$ cat src/rtl/riscv_pkg.sv
// Shared RV32I definitions: opcode constants, the canonical NOP and the fetch-stage enums.
package riscv_pkg;

    localparam logic [6:0] OPC_RTYPE  = 7'b0110011;
    localparam logic [6:0] OPC_ITYPE  = 7'b0010011;
    localparam logic [6:0] OPC_LOAD   = 7'b0000011;
    localparam logic [6:0] OPC_STORE  = 7'b0100011;
    localparam logic [6:0] OPC_BRANCH = 7'b1100011;
    localparam logic [6:0] OPC_LUI    = 7'b0110111;
    localparam logic [6:0] OPC_AUIPC  = 7'b0010111;
    localparam logic [6:0] OPC_JAL    = 7'b1101111;
    localparam logic [6:0] OPC_JALR   = 7'b1100111;
    localparam logic [6:0] OPC_SYSTEM = 7'b1110011;

    localparam logic [31:0] NOP_INSTR = 32'h0000_0013;

    typedef enum logic {
        RUN,
        HALT
    } fetch_state_t;

    // What the IF/ID register does on the coming edge.
    typedef enum logic [1:0] {
        IFID_HOLD,
        IFID_LOAD,
        IFID_BUBBLE
    } ifid_ctrl_t;

    function automatic logic [6:0] opcode_of(input logic [31:0] instr);
        return instr[6:0];
    endfunction

endpackage

$ cat src/rtl/if_id_reg.sv
// IF/ID pipeline register: loads a fetched word, holds it, or replaces it with a NOP bubble.
module if_id_reg
    import riscv_pkg::*;
#(
    parameter int TAM_DATA = 32
) (
    input  logic                clk,
    input  logic                reset,
    input  ifid_ctrl_t          ctrl,
    input  logic [TAM_DATA-1:0] pc_in,
    input  logic [TAM_DATA-1:0] pc4_in,
    input  logic [TAM_DATA-1:0] instr_in,
    output logic [TAM_DATA-1:0] pc,
    output logic [TAM_DATA-1:0] pc4,
    output logic [TAM_DATA-1:0] instr,
    output logic                valid
);

    // A bubble only kills the instruction; the PC fields are don't-care for decode.
    always_ff @(posedge clk) begin
        if (reset) begin
            pc    <= '0;
            pc4   <= TAM_DATA'(4);
            instr <= TAM_DATA'(NOP_INSTR);
            valid <= 1'b0;
        end else begin
            case (ctrl)
                IFID_LOAD: begin
                    pc    <= pc_in;
                    pc4   <= pc4_in;
                    instr <= instr_in;
                    valid <= 1'b1;
                end
                IFID_BUBBLE: begin
                    instr <= TAM_DATA'(NOP_INSTR);
                    valid <= 1'b0;
                end
                default: begin
                end
            endcase
        end
    end

endmodule

$ cat src/rtl/fetch_stage.sv
// RV32I instruction-fetch stage: PC, next-PC selection, RUN/HALT FSM and IF/ID register.
// Define FETCH_STATS_EN to add saturating INSTR_COUNT / BUBBLE_COUNT outputs.
module fetch_stage
    import riscv_pkg::*;
#(
    parameter int                  TAM_DATA = 32,
    parameter int                  TAM_ADDR = 10,
    parameter logic [TAM_DATA-1:0] RESET_PC = '0
) (
    input  logic                CLK,
    input  logic                RESET,
    input  logic                STALL,
    input  logic                PCSRC,
    input  logic [TAM_DATA-1:0] TARGET,
    output logic [TAM_ADDR-1:0] IMEM_ADDR,
    input  logic [TAM_DATA-1:0] IMEM_DATA,
    output logic [TAM_DATA-1:0] PC_IF_ID,
    output logic [TAM_DATA-1:0] PC4_IF_ID,
    output logic [TAM_DATA-1:0] INSTR_IF_ID,
    output logic [6:0]          OPCODE_IF_ID,
    output logic                VALID_IF_ID,
    output logic                HALTED
`ifdef FETCH_STATS_EN
    ,
    output logic [31:0]         INSTR_COUNT,
    output logic [31:0]         BUBBLE_COUNT
`endif
);

    localparam logic [TAM_DATA-1:0] ALIGN_MASK = {{(TAM_DATA-2){1'b1}}, 2'b00};

    logic [TAM_DATA-1:0] pc_q;
    logic [TAM_DATA-1:0] pc_next;
    logic [TAM_DATA-1:0] pc_plus4;
    logic [TAM_DATA-1:0] target_aligned;
    fetch_state_t        state;
    ifid_ctrl_t          ifid_ctrl;
    logic                halt_hit;

    // The IMEM samples IMEM_ADDR on the same edge that loads pc_q, so its data always matches pc_q.
    always_comb begin
        pc_plus4       = pc_q + TAM_DATA'(4);
        target_aligned = TARGET & ALIGN_MASK;
        pc_next        = pc_plus4;
        ifid_ctrl      = IFID_LOAD;

        if (RESET) begin
            pc_next = RESET_PC;
        end else if (PCSRC) begin
            pc_next = target_aligned;
        end else if (STALL || state == HALT) begin
            pc_next = pc_q;
        end

        // A redirect kills the wrong-path fetch even while decode is stalled.
        if (PCSRC) begin
            ifid_ctrl = IFID_BUBBLE;
        end else if (STALL) begin
            ifid_ctrl = IFID_HOLD;
        end else if (state == HALT) begin
            ifid_ctrl = IFID_BUBBLE;
        end
    end

    assign IMEM_ADDR = pc_next[TAM_ADDR+1:2];
    assign halt_hit  = (ifid_ctrl == IFID_LOAD) && (opcode_of(32'(IMEM_DATA)) == OPC_SYSTEM);

    always_ff @(posedge CLK) begin
        if (RESET) begin
            pc_q   <= RESET_PC;
            state  <= RUN;
            HALTED <= 1'b0;
        end else begin
            pc_q <= pc_next;
            case (state)
                RUN: begin
                    if (halt_hit) begin
                        state  <= HALT;
                        HALTED <= 1'b1;
                    end
                end
                HALT: begin
                    if (PCSRC) begin
                        state  <= RUN;
                        HALTED <= 1'b0;
                    end
                end
                default: begin
                    state  <= RUN;
                    HALTED <= 1'b0;
                end
            endcase
        end
    end

    if_id_reg #(
        .TAM_DATA(TAM_DATA)
    ) u_if_id (
        .clk     (CLK),
        .reset   (RESET),
        .ctrl    (ifid_ctrl),
        .pc_in   (pc_q),
        .pc4_in  (pc_plus4),
        .instr_in(IMEM_DATA),
        .pc      (PC_IF_ID),
        .pc4     (PC4_IF_ID),
        .instr   (INSTR_IF_ID),
        .valid   (VALID_IF_ID)
    );

    assign OPCODE_IF_ID = INSTR_IF_ID[6:0];

`ifdef FETCH_STATS_EN
    // Stall holds count as bubbles: decode sees no new instruction that cycle.
    always_ff @(posedge CLK) begin
        if (RESET) begin
            INSTR_COUNT  <= '0;
            BUBBLE_COUNT <= '0;
        end else begin
            if (ifid_ctrl == IFID_LOAD && INSTR_COUNT != '1) begin
                INSTR_COUNT <= INSTR_COUNT + 32'd1;
            end
            if (ifid_ctrl != IFID_LOAD && BUBBLE_COUNT != '1) begin
                BUBBLE_COUNT <= BUBBLE_COUNT + 32'd1;
            end
        end
    end
`endif

endmodule

$ cat config.mk
export PLATFORM = sky130hd
export DESIGN_NAME = fetch_stage
export DESIGN_NICKNAME = d
export VERILOG_FILES = /design/src/rtl/riscv_pkg.sv /design/src/rtl/if_id_reg.sv /design/src/rtl/fetch_stage.sv
export SDC_FILE = /design/constraint.sdc
export NUM_CORES = 1
export LEC_CHECK = 0
export BUFFER_PORTS_ARGS = -buffer_cell sky130_fd_sc_hd__buf_2
export CAP_MARGIN = 20
export CORE_UTILIZATION = 46
export DETAILED_ROUTE_END_ITERATION = 8
export PLACE_DENSITY = 0.87
export SLEW_MARGIN = 20
export SYNTH_ARGS = -nofsm -noshare
export SYNTH_HDL_FRONTEND = slang
export SYNTH_SLANG_ARGS = --single-unit
export TNS_END_PERCENT = 5
$ cat constraint.sdc
create_clock -name CLK -period 2.1 [get_ports CLK]
set_clock_uncertainty 0.05 [all_clocks]
set_input_delay 0.21 -clock CLK [delete_from_list [all_inputs] [get_ports CLK]]
set_output_delay 0.21 -clock CLK [all_outputs]
set_load 0.02 [all_outputs]
Word-level counts from Yosys, hierarchy flattened
Index checks and enable logic that the tools add are counted.
- add/subtract/negate cells: 1
- equal/unequal tests: 6
- mux-type cells: 14
- bitwise operators: 1
- reductions and logical operators: 5
- operators by type and width (operator ; number):
    $mux 32 ; 2
    $pmux 32 s2 ; 1
    $add 32x3->32 const B ; 1
    $mux 12 ; 1
    $eq 7x7->1 const B ; 1
    $mux 2 ; 3
    $ne 2x2->1 const B ; 3
    $pmux 1 s2 ; 3
    $mux 1 ; 4
    $eq 2x1->1 const B ; 1
    $eq 2x2->1 const B ; 1
    $reduce_and 2->1 ; 1
    $reduce_bool 2->1 ; 1
    $reduce_or 2->1 ; 1
    $logic_and 1x1->1 ; 1
    $logic_or 1x1->1 ; 1
    $not 1->1 ; 1
- flip-flop bits (word level): 131
- input bits: 68
- output and inout port bits: 115

Logic depth before layout (Yosys ltp)
Gate-level depths: netlist of the first run.
- word-level depth: 7
- depth in mapped cells: 8

Cells and area by module
From an unflattened synthesis of the first run, not the netlist that was laid out.
- cell total of the unflattened synthesis: 703
- area, all modules: 6312.3 um2
- by module, submodules not included (module ; times used ; cells an instance ; area an instance (um2) ; sequential area each (um2)):
    if_id_reg ; 1 ; 359 ; 3722.3 ; 1941.9
    fetch_stage ; 1 ; 344 ; 2590.0 ; 640.6

Least setup slack after synthesis of the first run
No wires, ideal clock.
- path type: reg2out
- from: register pc_q[2]
- to: output port IMEM_ADDR[8]
- arrival: 1.792 ns
- setup slack: 0.048 ns
- stages on the path, launching flop included: 8
- buffers on the path: 1
- cell sequence: dfxtp_1 ha_1 and4_1 clkbuf_1 nand4_1 xor2_1 o21ai_0 nor2b_1
- cells in the longest elaborated chain, start to end: 4
- RTL lines (item ; line ; RTL):
    start, declared ; fetch_stage.sv:32 ; logic [TAM_DATA-1:0] pc_q;
    start signal, assigned ; fetch_stage.sv:74 ; pc_q <= pc_next;
    $add 32x3->32 ; fetch_stage.sv:42 ; pc_plus4 = pc_q + TAM_DATA'(4);
    $mux 32 ; fetch_stage.sv:51 ; end else if (STALL || state == HALT) begin
    $mux 32 ; fetch_stage.sv:49 ; end else if (PCSRC) begin
    $mux 12 ; fetch_stage.sv:47 ; if (RESET) begin
    end, declared ; fetch_stage.sv:15 ; output logic [TAM_ADDR-1:0] IMEM_ADDR,
Every way passes these cells. The select of a mux whose other input is x is not followed.

Worst setup path in the final report of the first run
- from: register pc_q[3]
- to: output port IMEM_ADDR[8]
The elaborated chain is that of the path after synthesis.

==> Flow_metrics.wiki, run 1 <==
{| class="wikitable"
! Metric !! Value
|-
| Per-cell via count in the routed design || 5.25
|-
| Number of DRC markers in iteration 0 || 311
|-
| CP Data Arrival Time || 1840 ps
|-
| Leading post-synthesis cells by cell area || dfxtp_1 44%, nor2_1 6.3%, nand2_1 6.0%
|-
| Yosys top cell by area || dfxtp_1
|-
| Final critical delay including setup and external delays || 2100 ps
|-
| Overall via count from detail_route || 5466
|-
| Most common cell after layout, fill and taps aside || buf_2
|-
| Post-layout net count || 950
|-
| Largest net degree at the start of global routing || 71
|-
| Site Rows || 40
|-
| Worst hold path type || input pin to register
|-
| DPL Wire Length || 10800 um
|-
| Clock-pin transition on the worst setup and hold timing paths || 60 ps
|-
| Failing checks || negative setup slack
|-
| Cell area power density || 814 mW/mm^2
|-
| Final standard cell count with taps included and fillers excluded || 1041
|-
| Endpoints failing hold || 0
|-
| Global-route wire length before repair || 24900 um
|-
| Core Box Area || 0.0120 sq mm
|-
| Cell with the largest stage delay on the worst path || dfxtp_4
|-
| Synth cell types || 47
|-
| Total Routed Length || 15700 um
|-
| Initial Util || 0.470
|-
| Number of global-route vias before repair || 5131
|-
| Register-to-register setup slack || 100 ps
|-
| Critical Path, Cell by Cell || ha_4, and4_4, nand4_1, xor2_1, o21ai_1, nor2b_1, buf_4
|-
| Proportion of register bits with asynchronous set or reset after synthesis || 0
|-
| Final setup violation count || 1
|-
| Leakage || 3.29 nW
|-
| Result of the run || finished, violations left
|-
| CTS tree || done
|-
| Mapped Area || 0.00565 sq mm
|-
| Last weighted congestion value of the routability-driven placer || 0.825
|-
| Detailed-router iteration count before antenna repair || 5
|-
| Total global routing overflow || 0
|-
| Number of levels in the clock H-tree || 4
|-
| Initial antenna violation count || 2
|-
| CP Max Fanout || 4
|-
| Worst Setup Path Type || register to output pin
|-
| Cells after Synth || 686
|-
| Fraction of synthesized cell area taken by the top area cell type || 0.443
|-
| GR Util All Layers || 0.250
|-
| WL/cell || 15.1 um
|-
| Number of nets with antenna violations after routing || 0
|-
| Worst Setup Slack, final || -4.42 ps
|-
| Buffers on Ports || 176
|-
| Achievable clock frequency || 0.475 GHz
|-
| Yosys warning total || 0
|-
| Seq cells post-synth || 125
|-
| Sequential share of the synthesized area || 0.443
|-
| Number of top-level design ports || 183
|-
| Required @ worst endpoint || 1840 ps
|-
| Overall die height || 113 um
|-
| Startpoint type of the worst setup path || register
|-
| Die width || 113 um
|-
| Max clock buf depth || 2
|-
| Placed Cells || 977
|-
| Worst slew margin || 0.549
|-
| Layout cells sized above 1 || 0.311
|-
| Slew @ Worst Pin || 674 ps
|-
| Max stage delay on crit path || 360 ps
|-
| Number of buffers created by CTS || 17
|-
| Kind of capture point of the worst setup path || output pin
|-
| Leading register cell type out of synthesis || dfxtp_1
|-
| Max Transition Viols Final || 0
|-
| Sink Count || 125
|-
| Portion of the clock cycle consumed by the worst path in the final layout || 1.00
|-
| Final hold slack || 18.3 ps
|-
| Later-pin clock latency in the skew report || 410 ps
|-
| Setup_tns || -4.42 ps
|-
| Most frequent cells in the layout || 170 x buf_2, 118 x dfxtp_1, 91 x nor2_1
|-
| Maximum resistive drop on vdd || 0.518 mV
|-
| Floorplan die area || 0.0127 sq mm
|-
| Number of max-cap violations || 0
|-
| Average size of a mapped cell || 8.23 sq um
|-
| RSZ-0062 raised after global routing || true
|-
| DRC Markers || 0
|-
| Root cell of the clock tree || clkbuf_16
|-
| Synth-to-layout area growth || 35.0%
|-
| Number of synthesized flops with an enable pin || 0
|-
| Layout Utilization || 0.634
|}
-- power by group --
part	switching, mW	leakage, nW	total (mW)	internal (mW)
Clock	1.04	0.275	2.84	1.80
Sequential	0.0932	1.03	2.58	2.49
Combinational	0.456	1.99	0.781	0.326
-- cell families after synthesis --
kind of cell / count (synthesis) / share of synthesized area
other: 1 / 0.000664
AO/OA/AOI/OAI: 142 / 0.163
AND/OR/NAND/NOR: 278 / 0.229
multiplexers: 4 / 0.00709
buffers and inverters: 87 / 0.0809
flip-flops: 125 / 0.443
XOR/XNOR: 48 / 0.0745
adder cells (fa/ha/maj): 1 / 0.00222
-- cell type report --
class	instances	area, sq um
timing repair buffer	246	1500
sequential	125	2520
clock inverter	10	115
multi-input combinational	477	2790
clock buffer	21	460
fill	1010	4390
tap	147	184
inverter	14	52.6
antenna	1	2.50
-- worst paths after layout --
kind,start,to,depth (start not counted)
worst max-delay path,pc_q[3],IMEM_ADDR[8],7
worst min-delay path,IMEM_DATA[29],u_if_id.instr[29],3
worst max register to register,pc_q[17],u_if_id.pc4[22],5
worst min register to register,u_if_id.pc[23],u_if_id.pc[23],2
-- Yosys cell counts (4+ instances only) --
| library cell | count |
|---|---|
| dfxtp_1 | 125 |
| nor2_1 | 95 |
| nand2_1 | 90 |
| a21oi_1 | 56 |
| clkbuf_1 | 45 |
| a22oi_1 | 29 |
| nand3_1 | 24 |
| xnor2_1 | 24 |
| xor2_1 | 24 |
| a211oi_1 | 23 |
| buf_4 | 16 |
| nand4_1 | 16 |
| o21a_1 | 16 |
| inv_1 | 14 |
| nor3_1 | 14 |
| nor2b_1 | 9 |
| o21ai_0 | 7 |
| nand2b_1 | 6 |
| and2_1 | 4 |
| and3_1 | 4 |
| buf_6 | 4 |
| mux2i_1 | 4 |
-- flip-flops by register name, indices dropped and copies added (netlist names) --
name           cells
u_if_id.pc4       30
u_if_id.valid      1
u_if_id.instr     32
pc_q              30
state              1
HALTED             1
u_if_id.pc        30
-- what timing repair did --
item                                    4_1_cts  5_1_grt
hold buffers                                 25        0
resized for setup                            24       10
buffers inserted                              5        2
pin swaps                                     6        5
endpoints found under the hold margin        25        0
endpoints found under the setup margin        8       10
-- critical path, delay by kind of cell (launching register included) --
family / cells / cell delay, ps
buffers and inverters: 1 / 150
and+or+nand+nor: 3 / 470
DFF: 1 / 360
AOI/OAI and AO/OA: 1 / 140
adders and majority gates: 1 / 130
xor gates and xnor gates: 1 / 170
-- through the flow --
| stage | total power, mW | cell area [sq um] | worst slack, ps |
|---|---|---|---|
| after detailed placement | 3.34 | 6630 | 103 |
| final | 6.20 | 7620 | -4.42 |
| after floorplan | 3.10 | 5660 | 48.3 |
| after global placement | 3.33 | 6630 | 156 |
| after global routing | 6.44 | 7620 | -105 |
| after CTS | 6.23 | 7560 | -53.6 |
-- per-layer routing --
layer,share of wire,GRT usage,up-vias
met4,0.016,0.0978,2
met3,0.065,0.0712,20
met5,0.00064,0,-
met1,0.42,0.295,2536
li1,-,-,2711
met2,0.49,0.427,197
(Power assumes the default switching activity.)
==> run 2: changes to the inputs <==
- CORE_UTILIZATION: 46 -> 47
- SYNTH_HIERARCHICAL: default -> 1
==> run 2 against run 1 <==
Clock power is 11% higher. Total power increased by 8.8%. Sequential share of layout area fell by 2.8 points. Setup slack worse by 86 ps. The flow still finishes with violations (negative setup slack).
==> Flow_metrics.wiki, run 2 <==
{| class="wikitable"
! Metric !! Value
|-
| Register-to-register setup slack || 20 ps
|-
| Origin of the worst min-delay path || IMEM_DATA[16]
|-
| Number of buffers created by CTS || 17
|-
| Leading register cell type out of synthesis || dfxtp_1
|-
| Portion of the clock cycle consumed by the worst path in the final layout || 1.04
|-
| Startpoint type of the worst setup path || register
|-
| Number of synthesized flops with an enable pin || 0
|-
| Ranking of synthesized cells by instance count || 129 x dfxtp_1, 102 x nor2_1, 63 x mux2i_1, 58 x nand2_1, 32 x nand2b_1
|-
| Leading post-synthesis cells by cell area || dfxtp_1 41%, mux2i_1 10%, nor2_1 6.1%
|-
| Average size of a mapped cell || 8.98 sq um
|-
| Setup_tns || -340 ps
|-
| Yosys top cell by area || dfxtp_1
|-
| Most frequent cells in the layout || 174 x buf_2, 118 x dfxtp_1, 100 x nor2_1
|-
| Final hold slack || 9.04 ps
|-
| Synth cell types || 55
|-
| WL/cell || 17.6 um
|-
| End of the worst register-to-register path || pc_q[20]
|-
| Per-cell via count in the routed design || 5.71
|-
| Antenna diode count || 0
|-
| DRC Markers || 0
|-
| Post-Synth Simple-Gate Area || 0.230
|-
| Endpoints failing hold || 0
|-
| Max clock buf depth || 2
|-
| Slew @ Worst Pin || 507 ps
|-
| Number of top-level design ports || 183
|-
| CTS tree || done
|-
| CP Max Fanout || 4
|-
| Final standard cell count with taps included and fillers excluded || 1098
|-
| Detailed-router iteration count before antenna repair || 7
|-
| Maximum resistive drop on vdd || 0.710 mV
|-
| Buffers on Ports || 180
|-
| Yosys warning total || 6
|-
| Mapped Area || 0.00631 sq mm
|-
| Worst Setup Path Type || register to output pin
|-
| CP Data Arrival Time || 1930 ps
|-
| Multiplexer area fraction after synthesis || 0.0999
|-
| RSZ-0062 raised after global routing || true
|-
| Floorplan die area || 0.0139 sq mm
|-
| Number of levels in the clock H-tree || 4
|-
| Number of global-route vias before repair || 6062
|-
| Clock-pin transition on the worst setup and hold timing paths || 60 ps
|-
| Cells after Synth || 703
|-
| Root cell of the clock tree || clkbuf_16
|-
| DPL Wire Length || 11900 um
|-
| Result of the run || finished, violations left
|-
| Registers with the highest flip-flop counts || u_if_id/instr x32, u_if_id/pc4 x32, u_if_id/pc x32
|-
| Final setup violation count || 7
|-
| Global-route wire length before repair || 30000 um
|-
| Core Box Area || 0.0129 sq mm
|-
| Last weighted congestion value of the routability-driven placer || 0.858
|-
| Main combinational cell family by area after synthesis || simple AND/OR/NAND/NOR gates
|-
| Synth-to-layout area growth || 36.4%
|-
| Site Rows || 41
|-
| GR Util All Layers || 0.269
|-
| Sequential share of the synthesized area || 0.409
|-
| Post-layout net count || 985
|-
| Worst Setup Slack, final || -90.1 ps
|-
| Required @ worst endpoint || 1840 ps
|-
| Total Routed Length || 19400 um
|-
| Most common cell after layout, fill and taps aside || buf_2
|-
| Number of DRC markers in iteration 0 || 835
|-
| Overall via count from detail_route || 6273
|-
| Sink Count || 129
|-
| Hold depth || 3
|-
| Fraction of synthesized cell area taken by the top area cell type || 0.409
|-
| Proportion of register bits with asynchronous set or reset after synthesis || 0
|-
| PnR Total Power || 6.75 mW
|-
| Cell area power density || 783 mW/mm^2
|-
| Die width || 118 um
|-
| Placed Cells || 1042
|-
| Worst reg2reg path depth || 5
|-
| Initial antenna violation count || 0
|-
| Initial Util || 0.490
|-
| Leading cell type by number of instances after synthesis || dfxtp_1
|-
| Worst slew margin || 0.660
|-
| Seq cells post-synth || 129
|-
| Post-Place Worst Slack || 67.2 ps
|-
| Total global routing overflow || 0
|-
| Share of the synthesized netlist area taken by xor and xnor gates || 0.0527
|-
| Kind of capture point of the worst setup path || output pin
|-
| Worst hold path type || input pin to register
|-
| Final critical delay including setup and external delays || 2190 ps
|-
| Later-pin clock latency in the skew report || 430 ps
|-
| R2r startpoint || pc_q[2]
|-
| Largest net degree at the start of global routing || 47
|-
| Number of nets with antenna violations after routing || 0
|-
| Adder-Cell Fraction of Synth Area || 0.00793
|-
| Number of max-cap violations || 0
|-
| Layout cells sized above 1 || 0.374
|-
| Max Transition Viols Final || 0
|-
| Failing checks || negative setup slack
|-
| Min-Delay Endpoint || u_if_id/instr[16]
|-
| Leakage || 3.56 nW
|-
| Compound-cell area share of the yosys netlist || 0.136
|-
| Achievable clock frequency || 0.457 GHz
|-
| Overall die height || 118 um
|}
run 2: changes by cell type in the layout (fill, tap and decap cells not counted), moves of 12 or more:
cell and change:
mux2i_1 +59, buf_4 +12, o21a_1 -15, xor2_1 -12, o22ai_2 +20, dlygate4sd3_1 -15
nand2_1 -32, a211oi_1 -13, nand2b_1 +26, a21oi_1 -45, a22oi_1 -28
run 2: report_power, final:
group | switching, mW | internal (mW) | leakage, nW | total, mW
clock | 1.15 | 2.00 | 0.298 | 3.15
combinational | 0.544 | 0.395 | 2.20 | 0.939
sequential | 0.100 | 2.56 | 1.06 | 2.66
total | 1.79 | 4.95 | 3.56 | 6.75
run 2: worst max-delay path by stage:
stage                     startpoint           end  slack (ps)  cells after the start
after floorplan              pc_q[6]      pc_q[20]          -3                      6
after global placement       pc_q[2]      pc_q[21]          90                      4
after detailed placement     pc_q[2]      pc_q[21]          70                      4
after CTS                      state  IMEM_ADDR[3]         -50                      5
after global routing         pc_q[5]  IMEM_ADDR[5]        -120                      6
final                        pc_q[5]  IMEM_ADDR[5]         -90                      6
run 2: layout make-up:
class                      count  area [sq um]
clock inverter                11           151
inverter                       7          26.3
multi-input combinational    503          3550
clock buffer                  21           480
timing repair buffer         255          1590
sequential                   129          2600
fill                         949          4260
tap                          172           215
run 2: repair_timing:
item,in CTS,in global routing
hold endpoints to repair,10,0
pin swaps,11,12
gates resized for setup,30,23
hold buffers,10,0
setup endpoints to repair,7,45
setup buffers,11,3
run 2: routing by layer:
layer  vias to the layer above  wire, um  global-route usage
li1                       2894         -                   -
met1                      2933      7530               0.315
met2                       353      9280               0.444
met3                        93      1560              0.0746
met4                         0       983               0.143
met5                         -         0                   0
run 2: cells by family (layout without fill, tap and decap cells):
group / count (synthesis) / in the layout
adders and majority gates: 4 / 4
muxes: 63 / 63
and+or+nand+nor: 292 / 292
other: 1 / 4
buffers and inverters: 74 / 294
AOI/OAI and AO/OA: 102 / 102
DFF: 129 / 129
xor gates and xnor gates: 38 / 38
run 2: per-stage QoR:
step | instance area (sq um) | utilization
CTS | 8490 | 0.660
finish | 8610 | 0.669
detailed placement | 7560 | 0.587
global route | 8610 | 0.669
global placement | 7560 | 0.587
floorplan | 6400 | -
run 2: critical path, cell delays in order, from the launching register on:
cell      delay [ps]
dfxtp_2          360
buf_6            140
and4_4           260
nand3_1          100
xor2_1           310
a211oi_2         140
buf_4            180
==> run 3: changes to the inputs <==
- CELL_PAD_IN_SITES_DETAIL_PLACEMENT: default -> 1
- CELL_PAD_IN_SITES_GLOBAL_PLACEMENT: default -> 1
- CORE_UTILIZATION: 47 -> 35
- CTS_BUF_LIST: default -> sky130_fd_sc_hd__clkbuf_16
- PLACE_DENSITY: 0.87 -> 0.88
==> run 3 against run 2 <==
The run still ends with negative setup slack left. Critical endpoint is now IMEM_ADDR[9]. Sequential power is essentially flat. Non-clock buffer count up 12. Combinational power grew 5.9%. Sequential share of layout area decreased by 0.65 points. Die area increased by 34%. Largest power group unchanged. Largest cell class unchanged. Sequential cell count unchanged. Core utilization fell by 16 points. Setup slack lost 62 ps. Clock-buffer cell count is 4 lower. Final cell count rose by 6.0%. Worst hold slack got worse by 3.8 ps.
==> Flow_metrics.wiki, run 3 (synthesis gave the netlist of run 2 again) <==
{| class="wikitable"
! Metric !! Value
|-
| Result of the run || finished, violations left
|-
| Failing checks || negative setup slack
|-
| Switching Share || 0.285
|-
| GR Util All Layers || 0.264
|-
| Number of nets with antenna violations after routing || 0
|-
| Final standard cell count with taps included and fillers excluded || 1164
|-
| Layout cells sized above 1 || 0.374
|-
| Number of levels in the clock H-tree || 4
|-
| Overall die height || 136 um
|-
| Synth-to-layout area growth || 39.6%
|-
| Endpoints failing hold || 0
|-
| Worst hold path type || input pin to register
|-
| Number of DRC markers in iteration 0 || 548
|-
| DRC Markers || 0
|-
| Later-pin clock latency in the skew report || 440 ps
|-
| CP Max Fanout || 5
|-
| Registers with the highest flip-flop counts || u_if_id/instr x32, u_if_id/pc4 x32, u_if_id/pc x32
|-
| CP Data Arrival Time || 1990 ps
|-
| Initial Util || 0.361
|-
| Number of buffers created by CTS || 17
|-
| Achievable clock frequency || 0.444 GHz
|-
| Root cell of the clock tree || clkbuf_16
|-
| Clock-pin transition on the worst setup and hold timing paths || 60 ps
|-
| Switching power total || 1.93 mW
|-
| Startpoint type of the worst setup path || register
|-
| Detailed-router iteration count before antenna repair || 5
|-
| Maximum resistive drop on vdd || 0.677 mV
|-
| Post-Place Worst Slack || 2.53 ps
|-
| Number of top-level design ports || 183
|-
| Worst Setup Slack, final || -152 ps
|-
| Overall via count from detail_route || 6494
|-
| Clock network fraction of total power || 0.460
|-
| Most common cell after layout, fill and taps aside || buf_2
|-
| Setup_tns || -949 ps
|-
| Leakage || 3.61 nW
|-
| RSZ-0062 raised after global routing || true
|-
| Total global routing overflow || 0
|-
| Flip-flop and latch area || 0.00260 sq mm
|-
| Required @ worst endpoint || 1840 ps
|-
| Sequential power share || 0.393
|-
| Slew @ Worst Pin || 633 ps
|-
| Max stage delay on crit path || 400 ps
|-
| Critical Path, Cell by Cell || nand4_4, buf_6, nor4_4, xnor2_2, a211oi_2, buf_4
|-
| CTS tree || done
|-
| Worst reg2reg path depth || 9
|-
| Register-to-register setup slack || -40 ps
|-
| Worst slew margin || 0.572
|-
| Area after DPL || 0.00768 sq mm
|-
| Buffers on Ports || 180
|-
| Cell with the largest stage delay on the worst path || dfxtp_4
|-
| Final critical delay including setup and external delays || 2250 ps
|-
| Final setup violation count || 15
|-
| R2r startpoint || pc_q[4]
|-
| Initial antenna violation count || 1
|-
| Total Routed Length || 24500 um
|-
| Sink Count || 129
|-
| Number of max-cap violations || 0
|-
| Global-route wire length before repair || 37200 um
|-
| Area of all placed cells without fillers || 0.00881 sq mm
|-
| Floorplan die area || 0.0186 sq mm
|-
| Largest net degree at the start of global routing || 58
|-
| End of the worst register-to-register path || pc_q[14]
|-
| Worst Setup Path Type || register to output pin
|-
| Final hold slack || 5.27 ps
|-
| Number of global-route vias before repair || 6761
|-
| Hold depth || 3
|-
| Post-layout net count || 997
|-
| Core Box Area || 0.0175 sq mm
|-
| Last weighted congestion value of the routability-driven placer || 0.816
|-
| Min-Delay Endpoint || u_if_id/instr[21]
|-
| Die width || 136 um
|-
| Footprint of the multi-input gates || 0.00357 sq mm
|-
| Portion of the clock cycle consumed by the worst path in the final layout || 1.07
|-
| Share of power burned in combinational logic || 0.147
|-
| Most frequent cells in the layout || 171 x buf_2, 118 x dfxtp_1, 100 x nor2_1
|-
| Site Rows || 48
|-
| CP startpoint || pc_q[3]
|-
| Internal power contribution || 4.85 mW
|-
| DPL Wire Length || 14700 um
|-
| Max clock buf depth || 2
|-
| WL/cell || 21.0 um
|-
| Layout Utilization || 0.504
|-
| Origin of the worst min-delay path || IMEM_DATA[21]
|-
| Max Transition Viols Final || 0
|-
| Count of filler cells inserted in the layout || 2012
|-
| Cell area power density || 770 mW/mm^2
|-
| PnR Total Power || 6.78 mW
|-
| Per-cell via count in the routed design || 5.58
|-
| Placed Cells || 1100
|-
| Kind of capture point of the worst setup path || output pin
|}
==> run 3: metal layers <==
metal	vias up	track usage	routed length, um
met5	-	0	13
met2	297	0.437	12100
li1	2929	-	-
met3	100	0.0652	1470
met1	3166	0.297	9520
met4	2	0.186	1420
==> run 3: repair_timing <==
item	4_1_cts	5_1_grt
endpoints found under the hold margin	20	0
setup endpoints to repair	12	27
gates resized for setup	45	14
hold buffers	20	0
buffers inserted	11	0
pin swaps	11	5
==> run 3: power by group through the flow <==
| stage | clock network [mW] | registers, mW | logic [mW] |
|---|---|---|---|
| 2_1_floorplan | 0 | 2.77 | 0.503 |
| 3_3_place_gp | 0 | 2.70 | 0.854 |
| 3_5_place_dp | 0 | 2.71 | 0.880 |
| 4_1_cts | 3.15 | 2.66 | 0.953 |
| 5_1_grt | 3.28 | 2.68 | 1.05 |
| 6_report | 3.12 | 2.67 | 0.994 |
==> run 3: how the worst max path moves through the flow <==
stage	to	depth (start not counted)
global placement	pc_q[21]	4
global route	IMEM_ADDR[9]	6
detailed placement	pc_q[20]	4
floorplan	pc_q[20]	6
CTS	IMEM_ADDR[6]	7
finish	IMEM_ADDR[9]	6
==> run 3: layout make-up <==
type	count	area share
tap	225	0.0320
inverter	7	0.00298
timing repair buffer	267	0.195
multi-input combinational	503	0.405
sequential	129	0.296
antenna	1	0.000284
clock buffer	17	0.0483
clock inverter	15	0.0207
==> run 3: critical path, delay by kind of cell (launching register included) <==
family	cells	cell delay (ps)
buf+inv	2	350
simple gates	2	450
compound gates	1	230
flops	1	400
xor+xnor	1	120
